`src/rtl/mac_array_ctrl.sv`:
```
// rtl/mac_array_ctrl.sv - sequencer for the systolic MAC array (kernel load, execute, drain)
//
// Purpose
//   Runs one job per accepted start: loads the kernel (weight SRAM reads for
//   col cycles), idles one gap cycle, streams len activation vectors, then
//   waits for len result pulses from the bottom row before pulsing done.
//   The 2-bit instruction {execute, load} follows the SRAM read strobes by one
//   cycle (read latency) and is skewed one extra cycle per row.
//
// Ports
//   clk       in   1          rising-edge clock
//   reset     in   1          asynchronous active-low reset
//   start     in   1          job request, honoured only while idle
//   len       in   len_bw     activation vector count, captured with start
//   valid_in  in   1          bottom-row column-0 result valid
//   busy      out  1          job in progress (high until the cycle after done)
//   done      out  1          one-cycle completion pulse
//   w_rd_en   out  1          weight SRAM read enable
//   w_addr    out  wa_bw      weight SRAM address
//   a_rd_en   out  1          activation SRAM read enable
//   a_addr    out  len_bw     activation SRAM address
//   inst_w    out  2*row      per-row inst lane, row r at [2r+1:2r]

module mac_array_ctrl #(
   parameter int row    = 8,
   parameter int col    = 8,
   parameter int len_bw = 8,
   parameter int wa_bw  = 4
) (
   input  logic              clk,
   input  logic              reset,
   input  logic              start,
   input  logic [len_bw-1:0] len,
   input  logic              valid_in,
   output logic              busy,
   output logic              done,
   output logic              w_rd_en,
   output logic [wa_bw-1:0]  w_addr,
   output logic              a_rd_en,
   output logic [len_bw-1:0] a_addr,
   output logic [2*row-1:0]  inst_w
);

   // One shared phase counter walks both address ranges.
   localparam int CW = (len_bw > wa_bw) ? len_bw : wa_bw;

   typedef enum logic [2:0] {
      S_IDLE,
      S_LOAD,
      S_GAP,
      S_EXEC,
      S_DRAIN,
      S_DONE
   } state_t;

   state_t              r_state;
   state_t              w_state_nxt;
   logic [CW-1:0]       r_cnt;
   logic [CW-1:0]       w_cnt_nxt;
   logic [len_bw-1:0]   r_len_q;
   logic [len_bw-1:0]   w_len_q_nxt;
   logic [len_bw-1:0]   w_len_m1;
   logic [len_bw:0]     r_out_cnt;
   logic [len_bw:0]     w_out_cnt_nxt;
   logic [len_bw:0]     w_out_cnt_inc;
   logic                w_count_vld;

   logic                w_busy_nxt;
   logic                w_done_nxt;
   logic                w_w_rd_en_nxt;
   logic                w_a_rd_en_nxt;
   logic [wa_bw-1:0]    w_w_addr_nxt;
   logic [len_bw-1:0]   w_a_addr_nxt;

   logic [row-1:0][1:0] r_pipe;

   assign w_len_m1 = r_len_q - 1'b1;

   always_ff @(posedge clk or negedge reset) begin
      if (!reset) begin
         r_state   <= S_IDLE;
         r_cnt     <= '0;
         r_len_q   <= '0;
         r_out_cnt <= '0;
      end else begin
         r_state   <= w_state_nxt;
         r_cnt     <= w_cnt_nxt;
         r_len_q   <= w_len_q_nxt;
         r_out_cnt <= w_out_cnt_nxt;
      end
   end

   always_comb begin
      w_state_nxt = r_state;
      w_cnt_nxt   = r_cnt;
      w_len_q_nxt = r_len_q;
      // Result pulses only belong to the job once activations are flowing.
      w_count_vld   = valid_in && (r_state == S_EXEC || r_state == S_DRAIN);
      w_out_cnt_inc = r_out_cnt + {{len_bw{1'b0}}, w_count_vld};
      w_out_cnt_nxt = w_out_cnt_inc;

      case (r_state)
         S_IDLE: begin
            if (start) begin
               w_state_nxt   = S_LOAD;
               w_cnt_nxt     = '0;
               w_len_q_nxt   = len;
               w_out_cnt_nxt = '0;
            end
         end
         S_LOAD: begin
            if (r_cnt == CW'(col - 1)) begin
               w_state_nxt = S_GAP;
               w_cnt_nxt   = '0;
            end else begin
               w_cnt_nxt = r_cnt + 1'b1;
            end
         end
         S_GAP: begin
            w_state_nxt = (r_len_q == '0) ? S_DONE : S_EXEC;
            w_cnt_nxt   = '0;
         end
         S_EXEC: begin
            if (r_cnt == CW'(w_len_m1)) begin
               w_state_nxt = S_DRAIN;
               w_cnt_nxt   = '0;
            end else begin
               w_cnt_nxt = r_cnt + 1'b1;
            end
         end
         S_DRAIN: begin
            // Includes this cycle's pulse so done follows the last pulse by
            // exactly one cycle; >= keeps a stray extra pulse from hanging us.
            if (w_out_cnt_inc >= {1'b0, r_len_q}) begin
               w_state_nxt = S_DONE;
            end
         end
         S_DONE: begin
            w_state_nxt = S_IDLE;
         end
         default: begin
            w_state_nxt = S_IDLE;
         end
      endcase

      // Outputs are registered: decode them from the state being entered.
      w_busy_nxt    = (w_state_nxt != S_IDLE);
      w_done_nxt    = (w_state_nxt == S_DONE);
      w_w_rd_en_nxt = (w_state_nxt == S_LOAD);
      w_a_rd_en_nxt = (w_state_nxt == S_EXEC);
      w_w_addr_nxt  = w_w_rd_en_nxt ? w_cnt_nxt[wa_bw-1:0] : '0;
      w_a_addr_nxt  = w_a_rd_en_nxt ? w_cnt_nxt[len_bw-1:0] : '0;
   end

   always_ff @(posedge clk or negedge reset) begin
      if (!reset) begin
         busy    <= 1'b0;
         done    <= 1'b0;
         w_rd_en <= 1'b0;
         w_addr  <= '0;
         a_rd_en <= 1'b0;
         a_addr  <= '0;
         r_pipe  <= '0;
      end else begin
         busy    <= w_busy_nxt;
         done    <= w_done_nxt;
         w_rd_en <= w_w_rd_en_nxt;
         w_addr  <= w_w_addr_nxt;
         a_rd_en <= w_a_rd_en_nxt;
         a_addr  <= w_a_addr_nxt;
         // Lane 0 lags the strobes by the SRAM read latency; each further
         // row lags one more cycle. Shifts unconditionally so tails drain.
         r_pipe[0] <= {a_rd_en, w_rd_en};
         for (int r = 1; r < row; r++) begin
            r_pipe[r] <= r_pipe[r-1];
         end
      end
   end

   assign inst_w = r_pipe;

endmodule

```
`config.mk`:
```
export PLATFORM = sky130hd
export DESIGN_NAME = mac_array_ctrl
export DESIGN_NICKNAME = d
export VERILOG_FILES = /design/src/rtl/mac_array_ctrl.sv
export SDC_FILE = /design/constraint.sdc
export NUM_CORES = 1
export LEC_CHECK = 0
export CAP_MARGIN = 0
export CORE_MARGIN = 2
export CORE_UTILIZATION = 56
export DETAILED_ROUTE_END_ITERATION = 7
export DONT_BUFFER_PORTS = 1
export GPL_ROUTABILITY_DRIVEN = 0
export MAX_ROUTING_LAYER = met4
export PLACE_DENSITY = 0.74
export SLEW_MARGIN = 20
export SYNTH_ARGS = -nofsm -noshare
export SYNTH_HDL_FRONTEND = slang
export SYNTH_SLANG_ARGS = --single-unit
```
`constraint.sdc`:
```
create_clock -name clk -period 2.86 [get_ports clk]
set_input_delay 0.286 -clock clk [delete_from_list [all_inputs] [get_ports clk]]
set_output_delay 0.286 -clock clk [all_outputs]
set_load 0.01 [all_outputs]
```
==> results_dict.tcl <==
set metrics [dict create \
    ys_seq_area_share_pct 53.52 \
    worst_pin_slew_ps 547.3 \
    power_density_mw_per_mm2 1048 \
    path_class "flop to flop" \
    vias 1954 \
    synth_edf_count 0 \
    fillers 361 \
    cts-root-buf "clkbuf_8" \
    start_util_pct 58.61 \
    fin_crit_sh_pct 99.67 \
    synth_nets 292 \
    status "complete, no violations" \
    drt_iter0_markers 166 \
    synth_cell_types 49 \
    n_antenna_cell 0 \
    clk_pin_slew_ps 70 \
    antenna_found_initial 0 \
    netSwitchingFraction_pct 39.53 \
    grt_pass1_wl_mm 8.990 \
    slew_headroom_pct 63.31 \
    ios 44 \
    final-max-slew-violation-count 0 \
    grtUsageTotal_pct 22.72 \
    fin_ws_ps 9.530 \
    synth-xor-area-share_pct 4.951 \
    dieArea_mm2 0.005591 \
    clkPwrFrac_pct 22.3 \
    critPathLaunchType "flop" \
    grt_pass1_vias 1876 \
    synthArstFlopShare_pct 100.0 \
    arrival_ps 3070 \
    port_buffers 0 \
    cts_tree "done" \
    dpl_cell_area_mm2 0.002939 \
    max_freq_ghz 0.3508 \
    synth-simple-area-share_pct 17.98 \
    synthMuxAreaShare_pct 0 \
    synth_fa_ha_area_share_pct 5.798 \
    core_mm2 0.004786 \
    tns_ps 0 \
    cp.required_ps 3080 \
    irDropWorstVdd_v 0.0005876 \
    cts.path.max_buffers 2 \
    grt_max_degree 61 \
    p_leak_nw 1.493 \
    avgSynthCellArea_um2 10.51 \
    finalNetCount 310 \
    finalCriticalPeriod_ps 2850 \
    whs_ps 62.14 \
    p_seq_share_pct 43.7 \
    synth_ff_type "dfrtp_1" \
    multiInputGateArea_mm2 0.001269 \
    ctsHtreeMaxLevel 3 \
    p_int_mw 2.060 \
    finalClockSkew_ps 3.412 \
    post_drt_wl_per_cell_um 15.96 \
    synth_compound_area_share_pct 14.27 \
    critPathMaxFanout 4 \
    ant_nets 0 \
    dp.cells 337 \
    syn-cell-area_mm2 0.002805 \
    holdCritPathClass "input port to flop" \
    end_kind "flop" \
    fp.dieW_um 74.78 \
    synth_top_family_by_area "simple AND/OR/NAND/NOR gates" \
    rsz0062_at_grt "yes" \
    vias_per_cell 5.473 \
    cap_violations 0 \
    ys_seq_elements 60 \
    area_delta_synth_final_pct 15.83 \
    dpl_worst_slack_ps -134.0 \
    drc 0 \
    final_core_util_pct 67.90 \
    yosysWarnings 0 \
    grt_overflow 0 \
    drive_gt1_share_pct 20.34 \
    finalSetupViolCount 0 \
    finalNonFillerCells 357 \
    cts_buffers 9 \
    hpwl_mm 3.875 \
    hold_violations 0 \
    cts_num_sinks 60 \
    drt_first_pass_iters 4 \
    insertion_delay_ps 340 \
    chipHeight_um 74.78 \
    syn_inst 267 \
    total_power_mw 3.407 \
    totalWireLength_mm 5.698 \
    power.switching_mw 1.347 \
    rrSetupSlack_ps 10 \
    register_area_mm2 0.001501 \
    p_comb_share_pct 34.0 \
    fin_area_mm2 0.003249 \
    placementRows 25 \
]
-- power groups by stage --
| stage | clock network (mW) | registers, mW | logic (mW) |
|---|---|---|---|
| after CTS | 0.769 | 1.48 | 1.14 |
| final | 0.760 | 1.49 | 1.16 |
| after global routing | 0.821 | 1.53 | 1.31 |
| after global placement | 0 | 1.47 | 1.08 |
| after detailed placement | 0 | 1.50 | 1.10 |
| after floorplan | 0 | 1.41 | 0.857 |
-- final timing paths --
kind | from | to | depth (start not counted)
worst min-delay path | len[7] | r_len_q[7]$_DFFE_PN0P_ | 2
worst max-delay path | r_state[2]$_DFF_PN0_ | r_state[0]$_DFF_PN0_ | 14
min in group asynchronous | reset | a_addr[3]$_DFF_PN0_ | 2
worst min register to register | inst_w[3]$_DFF_PN0_ | inst_w[5]$_DFF_PN0_ | 0
worst max register to register | r_state[2]$_DFF_PN0_ | r_state[0]$_DFF_PN0_ | 14
max in group asynchronous | reset | r_len_q[0]$_DFFE_PN0P_ | 2
-- worst max-delay path: stages, from the launching register on --
cell,delay (ps)
dfrtp_1,410
and2b_2,260
nand2_2,70
a21boi_2,190
ha_2,210
and3_4,200
nand3_4,100
xnor2_2,160
ha_1,290
a21o_1,170
a21o_1,180
a21oi_1,130
o211ai_1,110
a21oi_2,160
o22ai_1,90
-- metal layers --
layer  wire [µm]  global-route usage (%)
met5           0                       -
met2        2854                   35.79
met1        2507                   28.45
met4         125                   8.532
met3         211                   5.622
-- registers in the layout, summed over array words and instances, names as in the netlist --
name       cells
a_addr         8
a_rd_en        1
busy           1
done           1
inst_w        16
r_cnt          8
r_len_q        8
r_out_cnt      9
r_state        3
w_addr         4
w_rd_en        1
-- layout by cell type (no fill, tap or decap), types with 2 or more instances in the layout --
cell type    n
inv_1       14
buf_4       14
nand2b_1     4
nor3_1       9
xor2_1       5
o221ai_1     4
or3_1        2
dfrtp_1     60
o21ai_0     14
xor2_2       2
clkinvlp_4   2
a21o_1       4
ha_1        12
nand3_1      5
clkbuf_8     9
a21oi_1     10
o21bai_1     2
a211oi_1     3
nand2_1     28
nor4_1       2
nand4_1      2
or2_2        7
nor2b_1      5
clkinv_4     2
xnor2_1      7
o31a_1       4
nor2_1      19
or2b_2       2
o211ai_1     2
-- logic make-up (layout without fill, tap and decap cells) --
kind of cell,count (synthesis),in the layout
AOI/OAI and AO/OA,56,56
DFF,60,60
buffers and inverters,23,46
and+or+nand+nor,100,100
adders and majority gates,13,13
xor gates and xnor gates,15,15
-- cells in the mapped netlist (2+ instances only) --
cell type / count / share of area (%)
dfrtp_1: 60 / 54
nand2_1: 29 / 3.9
nor2_1: 20 / 2.7
inv_1: 14 / 1.9
o21ai_0: 14 / 2.5
ha_1: 13 / 5.8
a21oi_1: 11 / 2.0
nor3_1: 10 / 1.8
xnor2_1: 8 / 2.5
clkbuf_1: 7 / 0.94
nand3_1: 7 / 1.2
or2_2: 7 / 1.6
xor2_1: 6 / 1.9
nor2b_1: 5 / 1.1
a21o_1: 4 / 1.1
nand2b_1: 4 / 0.89
o221ai_1: 4 / 1.2
o31a_1: 4 / 1.2
a211oi_1: 3 / 0.80
and3_1: 2 / 0.45
nand4_1: 2 / 0.45
nor4_1: 2 / 0.45
o211ai_1: 2 / 0.54
o21bai_1: 2 / 0.54
or2b_2: 2 / 0.62
or3_1: 2 / 0.45
-- timing repair --
| item | 4_1_cts | 5_1_grt |
|---|---|---|
| setup endpoints to repair | 2 | 2 |
| hold buffers | 2 | 0 |
| endpoints found under the hold margin | 60 | 0 |
| pin swaps | 0 | 8 |
| buffers inserted | 0 | 2 |
| resized for setup | 2 | 11 |
-- final cells by class --
type / count / area share [%]
clock inverters: 7 / 2.349
flip-flops and latches: 60 / 46.21
multi-input cells: 184 / 39.05
clock buffers: 9 / 3.812
well taps: 67 / 2.580
inverters: 14 / 1.617
repair buffers: 16 / 4.390
(Power assumes the default switching activity.)
